==> config.mk <==
export PLATFORM = sky130hd
export DESIGN_NAME = regfile_writeback
export DESIGN_NICKNAME = d
export VERILOG_FILES = /design/src/rtl/regfile_writeback.sv
export SDC_FILE = /design/constraint.sdc
export NUM_CORES = 1
export LEC_CHECK = 0
export CAP_MARGIN = 20
export CORE_MARGIN = 8
export CORE_UTILIZATION = 56
export DETAILED_ROUTE_END_ITERATION = 6
export GPL_ROUTABILITY_DRIVEN = 0
export PLACE_DENSITY = 0.77
export SKIP_LAST_GASP = 1
export SYNTH_ARGS = -nofsm -noshare
export SYNTH_HDL_FRONTEND = slang
export SYNTH_SLANG_ARGS = --single-unit
==> constraint.sdc <==
create_clock -name CLK -period 5 [get_ports CLK]
set_input_delay 0.5 -clock CLK [delete_from_list [all_inputs] [get_ports CLK]]
set_output_delay 0.5 -clock CLK [all_outputs]
set_load 0.01 [all_outputs]
==> src/rtl/regfile_writeback.sv <==
`default_nettype none
// ============================================================================
// Module   : regfile_writeback
// Brief    : Two-producer in-order write-back FIFO that drains one result per
//            cycle into the register file write port and flags pending writes.
// Revision : 1.0 - initial release
// ============================================================================
module regfile_writeback #(
    parameter int DEPTH = 4
) (
    input  logic                     CLK,
    input  logic                     RESET,
    input  logic                     alu_valid,
    input  logic [4:0]               alu_rd,
    input  logic [31:0]              alu_data,
    output logic                     alu_ready,
    input  logic                     mem_valid,
    input  logic [4:0]               mem_rd,
    input  logic [31:0]              mem_data,
    output logic                     mem_ready,
    output logic                     RegWrite,
    output logic [4:0]               WriteReg,
    output logic [31:0]              WriteData,
    input  logic [4:0]               chk_reg1,
    input  logic [4:0]               chk_reg2,
    output logic                     pending1,
    output logic                     pending2,
    output logic [$clog2(DEPTH):0]   count
);

    localparam int              PW      = $clog2(DEPTH);
    localparam int              CW      = PW + 1;
    localparam logic [CW-1:0]   C_DEPTH = CW'(DEPTH);

    logic [4:0]       r_rd   [DEPTH];
    logic [31:0]      r_data [DEPTH];
    logic [PW-1:0]    r_head;
    logic [PW-1:0]    r_tail;
    logic [CW-1:0]    r_count;

    logic [CW-1:0]    w_free;
    logic             w_mem_push;
    logic             w_alu_push;
    logic             w_pop;
    logic [1:0]       w_pushes;
    logic [PW-1:0]    w_alu_slot;
    logic [DEPTH-1:0] w_live;

    // Readiness uses start-of-cycle occupancy only; a same-cycle pop gives no credit.
    assign w_free    = C_DEPTH - r_count;
    assign mem_ready = RESET && (w_free >= CW'(1));
    assign alu_ready = RESET && ((w_free >= CW'(2)) || ((w_free >= CW'(1)) && !mem_valid));

    // x0 offers complete the handshake but never occupy a slot.
    assign w_mem_push = mem_valid && mem_ready && (mem_rd != 5'd0);
    assign w_alu_push = alu_valid && alu_ready && (alu_rd != 5'd0);
    assign w_pop      = (r_count != '0);
    assign w_pushes   = {1'b0, w_mem_push} + {1'b0, w_alu_push};
    assign w_alu_slot = r_tail + PW'(w_mem_push);
    assign count      = r_count;

    always_ff @(posedge CLK or negedge RESET) begin
        if (!RESET) begin
            r_head    <= '0;
            r_tail    <= '0;
            r_count   <= '0;
            RegWrite  <= 1'b0;
            WriteReg  <= 5'd0;
            WriteData <= 32'd0;
        end else begin
            r_tail   <= r_tail + PW'(w_pushes);
            r_head   <= r_head + PW'(w_pop);
            r_count  <= r_count + CW'(w_pushes) - CW'(w_pop);
            RegWrite <= w_pop;
            if (w_pop) begin
                WriteReg  <= r_rd[r_head];
                WriteData <= r_data[r_head];
            end
        end
    end

    // Load is enqueued ahead of the ALU when both are accepted together.
    always_ff @(posedge CLK) begin
        if (w_mem_push) begin
            r_rd[r_tail]   <= mem_rd;
            r_data[r_tail] <= mem_data;
        end
        if (w_alu_push) begin
            r_rd[w_alu_slot]   <= alu_rd;
            r_data[w_alu_slot] <= alu_data;
        end
    end

    for (genvar gi = 0; gi < DEPTH; gi++) begin : g_live
        logic [PW-1:0] w_off;
        assign w_off      = PW'(gi) - r_head;
        assign w_live[gi] = {1'b0, w_off} < r_count;
    end

    always_comb begin
        pending1 = 1'b0;
        pending2 = 1'b0;
        for (int i = 0; i < DEPTH; i++) begin
            if (w_live[i] && (r_rd[i] == chk_reg1)) pending1 = 1'b1;
            if (w_live[i] && (r_rd[i] == chk_reg2)) pending2 = 1'b1;
        end
        if (RegWrite && (WriteReg == chk_reg1)) pending1 = 1'b1;
        if (RegWrite && (WriteReg == chk_reg2)) pending2 = 1'b1;
        if (chk_reg1 == 5'd0) pending1 = 1'b0;
        if (chk_reg2 == 5'd0) pending2 = 1'b0;
    end

endmodule
`default_nettype wire

### Yosys cells after proc, flatten, opt, wreduce, memory -nomap -nowiden

Memory sizes are Yosys's and may differ from the RTL's. A register that Yosys moved wholly into a read port is not among the register bits.
Index checks and enable logic that the tools add are counted.

* add/sub/neg operators: 11
* order comparisons: 6
* equal/unequal tests: 10
* multiplexer cells: 16
* reduce and logical (&&, ||, !) cells: 26

Operators by type and width (count)
* $eq 5x5->1: 10
* $logic_and 1x1->1: 17
* $mux 1: 16
* $lt 2x3->1: 4
* $logic_not 5->1: 2
* $reduce_bool 5->1: 2
* $add 2x1->2: 2
* $sub 1x2->2 const A: 2
* $sub 2x2->2 const A: 2
* $add 3x2->3: 1
* $ge 3x1->1 const B: 1
* $ge 3x2->1 const B: 1
* $logic_not 1->1: 3
* $reduce_bool 3->1: 1
* $sub 3x1->3: 1
* $sub 3x3->3 const A: 1
* $add 1x1->2: 1
* $add 2x2->2: 1
* $logic_or 1x1->1: 1

* register bits: 8
* RAM bits: 148
* input bits: 88
* output and inout bits: 45
* logic and storage cells: 75
* memories kept: 2

Memories
* r_data: depth 4, bits a word 32, rd ports 1, clocked after memory_dff 1, wr ports 2, RTL line 36 `logic [31:0] r_data [DEPTH];`
* r_rd: depth 4, bits a word 5, rd ports 5, clocked after memory_dff 1, wr ports 2, RTL line 35 `logic [4:0] r_rd [DEPTH];`

### Longest topological paths before layout

Gate-level depths: netlist of the first run.

* depth in word-level cells: 10
* depth in mapped cells: 16
* gate-level depth less buffers: 16

### Worst setup path before layout of the first run

No wires, ideal clock.

* path type: reg-to-reg
* start: reg r_count[0] (netlist: count[0])
* end: mem r_data[2][0], enable pin
* library setup time: 0.439 ns
* data arrival time: 3.507 ns
* data required time: 4.561 ns
* path slack: 1.054 ns
* stages on the path, launching flop included: 14
* buffers on the path: 2
* period minus slack after synthesis: 3.946 ns
* cell sequence: dfrtp_1 inv_1 ha_1 ha_1 nand2b_1 o31a_1 o211ai_1 inv_1 ha_1 xnor2_1 nor3b_2 buf_6 buf_6 o21bai_1

RTL lines
* start, declared: RTL line 39 `logic [CW-1:0] r_count;`
* start signal, assigned: RTL line 73 `r_count <= r_count + CW'(w_pushes) - CW'(w_pop);`
* end, declared: RTL line 36

==> out/results.tsv, run 1 <==
stage	metric	value	unit
grt	antenna_found_initial	0	
finish	n_antenna_cell	0	
synth	dominantRegCellSynth	edfxtp_1	
sta	fin_crit_sh	78.8	%
floorplanning	coreArea	17900	sq um
sta	worstMarginPinSlew	0.877	ns
synth	seq_area_frac_synth	54.7	%
critical_path	slowest_stage	dfrtp_1	
grt	overflow	0	
outcome	status	finished clean	
route	ant_nets	0	
critical_path	end_kind	flip-flop	
sta	fin_tns_setup	0	ns
route	wl_met3	1240	um
clock_tree	cts_tree	yes	
finish	fin_util	68.4	%
clock_tree	clk_latency	0.43	ns
route	drt_iter0_drc	383	
clock_tree	htree_levels	4	
critical_path	cp_cell_sequence	inv_1, ha_1, ha_2, nand2b_1, o31a_1, o211ai_1, inv_1, ha_1, xor2_1, and3_4, buf_4, mux2_2	
clock_tree	cts_setup_buffers	0	
synth	netlist_instances	673	
floorplanning	die_h	151	um
route	wl_met1	9030	um
sta	finClkSkew	0.0185	ns
critical_path	worstPathMaxFanout	20	
clock_tree	cts-root-buf	clkbuf_16	
route	drc	0	
power_and_ir_drop	swShare	33.2	%
sta	finalCriticalPeriod	3.94	ns
sta	maxSlewViolCount	0	
synth	synth_top_area_share	43.6	%
floorplanning	rows	49	
grt	grt_util_all_layers	21.1	%
route	vias_per_cell	5.79	
sta	max_freq	254	MHz
floorplanning	io_pins	133	
synth	ys_ff_latch	193	
clock_tree	hold_buffers	0	
power_and_ir_drop	combPwrFrac	41.3	%
power_and_ir_drop	leakage	0.00456	uW
route	topRoutingLayerUsed	met4	
worst_hold_path	hp-class	input port to async pin	
clock_tree	numCtsBuffers	17	
finish	stdcell_count	1036	
grt	grt_max_degree	47	
critical_path	critical-path-max-stage-delay	0.52	ns
flow_run	maxCapViolations	0	
synth	yosys_warnings	0	
floorplanning	die-area	22800	sq um
placed_design	dp_hpwl	15300	um
grt	grt_pass1_wl	36200	um
synth	synth_area_leaders	edfxtp_1 (44%), mux2_4 (11%), dfrtp_1 (11%)	
clock_tree	post_cts_resized	0	
route	wire_per_inst	22.2	um
critical_path	worstSetupPathType	flip-flop to flip-flop	
route	vias	5994	
critical_path	critPathRequiredTime	5.17	ns
floorplanning	start_util	56.9	%
finish	num-nets-final	898	
synth	syn_nets	777	
power_and_ir_drop	p_clk_share	19.5	%
clock_tree	cts.clk_slew.worst_paths	0.07	ns
synth	synth-edff-count	148	
synth	syn_area	10200	sq um
synth	syn_avg_cell_area	15.1	sq um
sta	rsz0062_at_grt	no	
floorplanning	die_width	151	um
synth	yosys.cell_types.count	43	
power_and_ir_drop	power_frac_seq	39.2	%
finish	final_layout_size_suffix_gt1_share	30.1	%
clock_tree	clock_sinks	193	
finish	nFillCells	1245	
power_and_ir_drop	p_int	4350	uW
sta	setup_viol	0	
critical_path	crit_path_start_kind	flip-flop	
clock_tree	clock_path_buffers	2	
placed_design	io_buffers	132	
synth	synth_top_cell_by_area	edfxtp_1	
placed_design	place_inst	1004	
sta	relSlewSlack	41.4	%
critical_path	worstPathArrival	4.11	ns
route	met2_length	12200	um
finish	syn_to_final_growth	20.2	%
power_and_ir_drop	ir_worst_vdd	0.314	mV
grt	first_global_vias	6616	
power_and_ir_drop	power_density	532	nW/um^2
power_and_ir_drop	p_sw	2160	uW
route	first_pass_iters	5	
synth	async_reset_ff_share	23.3	%
sta	finalHoldViolCount	0	
route	wirelength	23000	um
sequential cells by signal, summed over array words and instances (netlist names):
name	flops
r_data	128
WriteData	32
r_rd	20
WriteReg	5
count	3
r_head	2
r_tail	2
RegWrite	1
worst max-delay path, delay by kind of cell (launching register included):
kind / cells / cell delay (ns)
fa+ha+maj: 3 / 0.76
buf+inv: 3 / 0.66
simple gates: 2 / 0.56
xor+xnor: 1 / 0.32
flops: 1 / 0.52
mux: 1 / 0.39
compound gates: 2 / 0.46
stage by stage:
stage                     hold WS (ns)  total power (uW)  cell area, sq um  worst slack [ns]
after CTS                        0.253              6580             12200              1.05
after detailed placement         0.458              5310             11700             0.965
after global routing             0.296              6860             12200             0.807
after floorplan                  0.204              4300             10200              1.05
after global placement           0.453              5220             11700              1.01
final                            0.229              6520             12200              1.06
path summary, 6_finish.rpt:
| path | start | end | slack [ns] | cells after the start |
|---|---|---|---|---|
| setup / recovery | count[0] | r_data[3][2] | 1.06 | 12 |
| hold / removal | RESET | r_head[1] | 0.23 | 2 |
| min in group CLK | WriteData[8] | WriteData[8] | 0.47 | 2 |
| hold reg to reg | WriteData[8] | WriteData[8] | 0.47 | 2 |
| max in group asynchronous | RESET | r_head[0] | 4.31 | 2 |
| setup reg to reg | count[0] | r_data[3][2] | 1.06 | 12 |
power by group through the flow:
stage,clock (uW),sequential [uW],combinational (uW)
6_report,1270,2550,2690
5_1_grt,1340,2600,2920
4_1_cts,1290,2560,2740
3_5_place_dp,0,2590,2720
3_3_place_gp,0,2550,2660
2_1_floorplan,0,2600,1700
kinds of logic (layout without fill, tap and decap cells):
family	Yosys count	count (layout)	synth area share [%]
AOI/OAI and AO/OA	20	20	1.59
muxes	185	185	27.3
DFF	193	193	54.7
xor gates and xnor gates	58	58	4.99
and+or+nand+nor	146	146	6.33
adders and majority gates	16	16	2.04
buffers and inverters	55	189	3.01
cells in the mapped netlist (all sizes together) (2+ instances only):
master / number
dfrtp: 45
mux2: 148
nand2b: 2
nor3: 4
or4: 4
xor2: 27
o211ai: 3
xnor2: 31
o21ai: 2
buf: 21
edfxtp: 148
ha: 15
a21oi: 3
nor4: 5
o31a: 2
inv: 12
nor2: 2
nand3: 7
and3: 3
nor3b: 2
clkbuf: 22
mux4: 37
nand2: 112
cells in the final DEF (no fill, tap or decap), types with 3 or more instances in the layout:
cell type and n:
o211ai_1 3, a21oi_1 3, nand3_1 7, xnor2_1 31, nand2_1 112, or4_1 4, clkbuf_16 17, nor4_1 5
mux2_2 72, nor3_1 4, edfxtp_1 148, inv_1 11, xor2_1 27, clkdlybuf4s50_1 131, mux2_4 76, clkbuf_8 3
buf_4 10, dfrtp_1 43, mux4_2 37, clkinv_4 6, ha_1 14, buf_12 3
area by class of cell:
cell class                      instances  area [sq um]  share of cell area, %
Sequential cell                       193          5570                   45.5
Multi-Input combinational cell        425          4330                   35.4
Timing Repair Buffer                  145          1450                   11.9
Clock buffer                           22           474                   3.87
Tap cell                              229           287                   2.34
Clock inverter                         10          78.8                  0.644
Inverter                               12          45.0                  0.368
routing by layer:
| metal | vias up | GRT usage (%) |
|---|---|---|
| met1 | 3048 | 24.3 |
| li1 | 2735 | - |
| met2 | 177 | 37.9 |
| met4 | 0 | 8.02 |
| met5 | - | 0 |
| met3 | 34 | 4.24 |
Note: power is estimated with default switching activity, not from simulation.
==> run 2: changes to the inputs <==
==> constraint.sdc (replaced) <==
create_clock -name CLK -period 3.7 [get_ports CLK]
set_input_delay 0.37 -clock CLK [delete_from_list [all_inputs] [get_ports CLK]]
set_output_delay 0.37 -clock CLK [all_outputs]
set_load 0.01 [all_outputs]
==> out/results.tsv, run 2 (same netlist as run 1, synthesis figures left out) <==
stage	metric	value	unit	change
clock_tree	clock_path_buffers	2		unchanged
finish	layout_common_cells	edfxtp_1 (148), clkdlybuf4s50_1 (131), nand2_1 (112), mux2_4 (76), mux2_2 (72)		
finish	syn_to_final_growth	22.7	%	
clock_tree	clock_sinks	193		unchanged
critical_path	r2r_cells	12		unchanged
sta	fin_crit_sh	94.0	%	+15 points
clock_tree	cts.clk_slew.worst_paths	0.07	ns	about the same
power_and_ir_drop	power_density	731	nW/um^2	+37%
placed_design	io_buffers	132		unchanged
finish	top_register	r_data		
finish	n_antenna_cell	0		unchanged
critical_path	critPathRequiredTime	3.88	ns	-1.29 ns
critical_path	slowest_stage	dfrtp_1		
clock_tree	hold_buffers	1		+1
sta	fin_tns_setup	0	ns	unchanged
critical_path	worstPathMaxFanout	18		-10%
critical_path	reg2reg_from	count[1]		
clock_tree	cts_setup_buffers	0		unchanged
sta	relSlewSlack	45.0	%	+3.6 points
route	wire_per_inst	22.9	um	+3.0%
route	drt_iter0_drc	424		+11%
grt	grt_max_degree	40		-15%
route	vias_per_cell	5.86		+1.3%
finish	num-nets-final	913		+1.7%
route	vias	6159		+2.8%
critical_path	reg2reg_to	r_data[0][10]		
clock_tree	cts_tree	yes		
grt	overflow	0		unchanged
power_and_ir_drop	leakage	0.00468	uW	+2.6%
power_and_ir_drop	ir_worst_vdd	0.486	mV	+55%
floorplanning	rows	49		unchanged
floorplanning	coreArea	17900	sq um	unchanged
sta	worstMarginPinSlew	0.825	ns	-0.0521 ns
route	ant_nets	0		unchanged
critical_path	worstPathArrival	3.65	ns	-0.46 ns
clock_tree	post_cts_resized	0		unchanged
sta	maxSlewViolCount	0		unchanged
sta	finClkSkew	0.0136	ns	-0.00490 ns
placed_design	dp_slack	0.0757	ns	-0.889 ns
route	first_pass_iters	5		unchanged
finish	final_layout_size_suffix_gt1_share	31.3	%	+1.2 points
critical_path	worstSetupPathType	flip-flop to flip-flop		
clock_tree	cts-root-buf	clkbuf_16		
critical_path	cp_cell_sequence	inv_1, ha_1, ha_2, nand2b_1, o31a_1, o211ai_1, inv_1, ha_1, xor2_1, nor3b_4, buf_4, mux2_2		
sta	max_freq	288	MHz	+13%
worst_hold_path	hp-class	input port to async pin		
sta	rsz0062_at_grt	no		
floorplanning	die_width	151	um	unchanged
floorplanning	die_h	151	um	unchanged
sta	finalHoldViolCount	0		unchanged
critical_path	rrSetupSlack	0.22	ns	-0.84 ns
finish	largest_register_ffs	128		unchanged
critical_path	end_kind	flip-flop		
flow_run	maxCapViolations	0		unchanged
finish	largestRegisters	r_data x128, WriteData x32, r_rd x20		
sta	fin_ws	0.223	ns	-0.839 ns
grt	grt_util_all_layers	22.0	%	+0.93 points
grt	first_global_vias	6822		+3.1%
sta	finalCriticalPeriod	3.48	ns	-0.461 ns
critical_path	crit_path_start_kind	flip-flop		
clock_tree	htree_levels	4		unchanged
sta	setup_viol	0		unchanged
route	wirelength	24100	um	+4.5%
route	drc	0		unchanged
finish	layout_commonest_cell	edfxtp_1		
grt	antenna_found_initial	0		unchanged
floorplanning	io_pins	133		unchanged
grt	grt_pass1_wl	37800	um	+4.5%
floorplanning	start_util	56.9	%	unchanged
floorplanning	die-area	22800	sq um	unchanged
clock_tree	clk_latency	0.43	ns	about the same
placed_design	dp_hpwl	16000	um	+4.2%
clock_tree	numCtsBuffers	17		unchanged
critical_path	critical-path-max-stage-delay	0.40	ns	-0.12 ns
outcome	status	finished clean		
## run 2: cell types whose count changed in the layout (fill, tap and decap cells not counted)
| cell | before | now |
|---|---|---|
| clkinv_1 | 0 | 1 |
| bufinv_16 | 0 | 2 |
| clkinv_4 | 6 | 2 |
| inv_2 | 1 | 0 |
| dlygate4sd3_1 | 0 | 1 |
| inv_6 | 1 | 3 |
| buf_12 | 3 | 11 |
| dfrtp_4 | 0 | 1 |
| clkinv_2 | 2 | 4 |
| buf_4 | 10 | 16 |
| clkbuf_1 | 2 | 1 |
| clkbuf_8 | 3 | 2 |
| dfrtp_2 | 2 | 1 |
## run 2: power breakdown
group / switching (uW) / total (uW) / internal, uW
Combinational: 1890 / 3860 / 1970
Clock: 795 / 1830 / 1040
Sequential: 320 / 3440 / 3120
Total: 3010 / 9130 / 6120
## run 2: cell type report
type	count	area, sq um
flip-flops and latches	193	5580
fillers	1197	5410
multi-input cells	425	4330
repair buffers	160	1670
clock buffers	20	457
well taps	229	287
clock inverters	12	131
inverters	12	45.0
## run 2: per-layer routing
layer | vias up | part of all wire [%] | global-route usage, % | wire (um)
li1 | 2761 | - | - | -
met1 | 3168 | 41 | 26.5 | 9840
met2 | 195 | 52 | 38.5 | 12500
met3 | 35 | 4.8 | 4.39 | 1160
met4 | 0 | 2.4 | 8.07 | 577
met5 | - | 0 | 0 | 0
## run 2: critical path, delay by kind of cell, from the launching register on
kind	cells	cell delay [ns]
compound gates	2	0.49
simple gates	2	0.34
flops	1	0.40
mux	1	0.39
buf+inv	3	0.62
xor+xnor	1	0.20
fa+ha+maj	3	0.77
## run 2: worst max-delay path by stage
stage | start | to | slack (ns) | cells after the start
after detailed placement | mem_rd[1] | r_data[1][9] | 0.08 | 9
after CTS | count[1] | r_data[1][9] | 0.22 | 12
after global placement | mem_rd[1] | r_data[0][0] | 0.22 | 9
final | count[1] | r_data[0][10] | 0.22 | 12
after global routing | count[1] | count[2] | 0.02 | 16
after floorplan | count[0] | r_data[3][0] | 0.17 | 13
## run 2: through the flow
step / power (uW) / instances / util, % / instance area, sq um / hold WS [ns]
final: 9130 / 1051 / 69.8 / 12500 / 0.383
after detailed placement: 7370 / 1018 / 66.5 / 11900 / 0.294
after CTS: 9220 / 1051 / 69.8 / 12500 / 0.378
after global routing: 9620 / 1051 / 69.8 / 12500 / 0.416
after global placement: 7220 / 1018 / 66.5 / 11900 / 0.274
after floorplan: 5810 / 673 / - / 10200 / 0.0744
==> run 3: changes to the inputs <==
--- a/config.mk
+++ b/config.mk
@@ -6,7 +6,7 @@
 export NUM_CORES = 1
 export LEC_CHECK = 0
 export CAP_MARGIN = 20
-export CORE_MARGIN = 8
+export CORE_MARGIN = 2
 export CORE_UTILIZATION = 56
 export DETAILED_ROUTE_END_ITERATION = 6
 export GPL_ROUTABILITY_DRIVEN = 0
==> out/results.tsv, run 3 (same netlist as run 1, synthesis figures left out) <==
stage	metric	value	unit	change
sta	finalCriticalPeriod	3.47	ns	-0.00780 ns
sta	finClkSkew	0.0114	ns	-0.00224 ns
floorplanning	die_h	139	um	-8.0%
power_and_ir_drop	ir_worst_vdd	0.389	mV	-20%
grt	first_global_vias	6649		-2.5%
clock_tree	cts_tree	yes		
route	drt_iter0_drc	376		-11%
power_and_ir_drop	power_frac_seq	37.0	%	-0.7 points
finish	multi_input_area	4330	sq um	unchanged
route	ant_nets	0		unchanged
finish	largestRegisters	r_data x128, WriteData x32, r_rd x20		
route	first_pass_iters	4		-1
placed_design	io_buffers	132		unchanged
power_and_ir_drop	p_clk_share	21.6	%	+1.5 points
power_and_ir_drop	combPwrFrac	41.4	%	-0.9 points
finish	finalInstanceArea	12600	sq um	+0.76%
sta	finalHoldViolCount	0		unchanged
route	wire_per_inst	22.0	um	-4.1%
sta	fin_tns_setup	0	ns	unchanged
grt	grt_max_degree	40		unchanged
floorplanning	rows	49		unchanged
clock_tree	cts.clk_slew.worst_paths	0.08	ns	about the same
flow_run	maxCapViolations	0		unchanged
finish	layout_common_cells	edfxtp_1 (148), clkdlybuf4s50_1 (131), nand2_1 (112), mux2_4 (76), mux2_2 (72)		
finish	final_layout_size_suffix_gt1_share	31.4	%	+0.17 points
floorplanning	coreArea	17900	sq um	unchanged
power_and_ir_drop	swShare	32.3	%	-0.59 points
finish	top_register	r_data		
clock_tree	post_cts_resized	0		unchanged
grt	overflow	0		unchanged
power_and_ir_drop	power_density	739	nW/um^2	+1.1%
clock_tree	clock_sinks	193		unchanged
floorplanning	io_pins	133		unchanged
finish	num-nets-final	915		+0.22%
floorplanning	die_width	139	um	-8.0%
critical_path	cpLargestDelayFamily	adder cells		
sta	fin_crit_sh	93.8	%	-0.21 points
critical_path	critical-path-max-stage-delay	0.41	ns	about the same
sta	setup_viol	0		unchanged
critical_path	crit_path_start_kind	flip-flop		
sta	worstMarginPinSlew	0.806	ns	-0.0185 ns
finish	n_antenna_cell	0		unchanged
clock_tree	htree_levels	4		unchanged
critical_path	critPathRequiredTime	3.89	ns	about the same
clock_tree	clk_latency	0.44	ns	about the same
worst_hold_path	hp-class	input port to async pin		
sta	maxSlewViolCount	0		unchanged
finish	regArea	5570	sq um	about the same
route	vias	6120		-0.63%
finish	nFillCells	1203		+0.50%
power_and_ir_drop	finalPower	9300	uW	+1.8%
sta	rsz0062_at_grt	no		
finish	layout_commonest_cell	edfxtp_1		
grt	grt_pass1_wl	36500	um	-3.3%
route	vias_per_cell	5.81		-0.82%
clock_tree	clock_path_buffers	2		unchanged
placed_design	dp_hpwl	15200	um	-4.6%
finish	syn_to_final_growth	23.6	%	
route	drc	0		unchanged
critical_path	worstSetupPathType	flip-flop to flip-flop		
power_and_ir_drop	p_int	6290	uW	+2.7%
grt	grt_util_all_layers	24.8	%	+2.8 points
critical_path	worstPathArrival	3.66	ns	about the same
critical_path	worstPathMaxFanout	11		-7
critical_path	slowest_stage	dfrtp_1		
clock_tree	cts_setup_buffers	0		unchanged
sta	max_freq	288	MHz	+0.22%
critical_path	cp_cell_sequence	inv_1, ha_1, ha_2, nand2b_1, o31a_1, o211ai_1, inv_1, ha_1, xnor2_1, and3_4, buf_12, mux2_2		
finish	largest_register_ffs	128		unchanged
floorplanning	start_util	56.9	%	unchanged
route	wirelength	23100	um	-3.9%
grt	antenna_found_initial	0		unchanged
critical_path	worst-path-buf-inv	3		unchanged
floorplanning	die-area	19300	sq um	-15%
power_and_ir_drop	leakage	0.00472	uW	+0.89%
clock_tree	cts-root-buf	clkbuf_16		
clock_tree	numCtsBuffers	17		unchanged
power_and_ir_drop	p_sw	3010	uW	about the same
critical_path	end_kind	flip-flop		
outcome	status	finished clean		
placed_design	dpl_cell_area	11900	sq um	+0.32%
sta	relSlewSlack	46.2	%	+1.2 points
## run 3: power groups by stage
stage / clock network (uW) / registers (uW) / logic [uW]
finish: 2010 / 3440 / 3850
global placement: 0 / 3440 / 3760
floorplan: 0 / 3520 / 2300
detailed placement: 0 / 3490 / 3860
CTS: 2020 / 3450 / 3900
global route: 2100 / 3510 / 4150
## run 3: stage by stage
stage | cells | hold slack [ns] | worst slack, ns | util [%]
final | 1053 | 0.344 | 0.230 | 70.3
after global placement | 1020 | 0.269 | 0.198 | 66.7
after detailed placement | 1020 | 0.277 | 0.123 | 66.7
after floorplan | 673 | 0.0744 | 0.166 | -
after CTS | 1053 | 0.344 | 0.239 | 70.3
after global routing | 1053 | 0.366 | 0.121 | 70.3
## run 3: layer usage
layer	wire, um	global-route usage, %	up-vias
li1	-	-	2762
met1	9070	28.9	3147
met2	12600	46.2	175
met3	1030	4.21	36
met4	473	8.67	0
met5	0	0	-
## run 3: what timing repair did
item | in CTS | in global routing
hold endpoints to repair | 10 | 0
hold buffers | 1 | 0
endpoints found under the setup margin | 0 | 0
## run 3: cell type report
type / instances / area share [%]
tap: 229 / 2.28
multi-input combinational: 425 / 34.4
timing repair buffer: 162 / 13.6
clock buffer: 21 / 3.74
sequential: 193 / 44.3
clock inverter: 11 / 1.39
inverter: 12 / 0.358
## run 3: worst register-to-register path, stage by stage (launching register included)
cell and delay (ns):
dfrtp_1 0.41, inv_1 0.08, ha_1 0.20, ha_2 0.32, nand2b_1 0.07, o31a_1 0.30
o211ai_1 0.17, inv_1 0.15, ha_1 0.25, xnor2_1 0.33, and3_4 0.40, buf_12 0.20
mux2_2 0.35
## run 3: final timing paths
kind | from | end | slack (ns) | depth (start not counted)
max | count[1] | r_data[1][11] | 0.23 | 12
min in group CLK | WriteData[20] | WriteData[20] | 0.47 | 2
min | RESET | WriteData[18] | 0.34 | 2
min reg2reg | WriteData[20] | WriteData[20] | 0.47 | 2
max reg2reg | count[1] | r_data[1][11] | 0.23 | 12
max in group asynchronous | RESET | WriteData[4] | 2.51 | 3
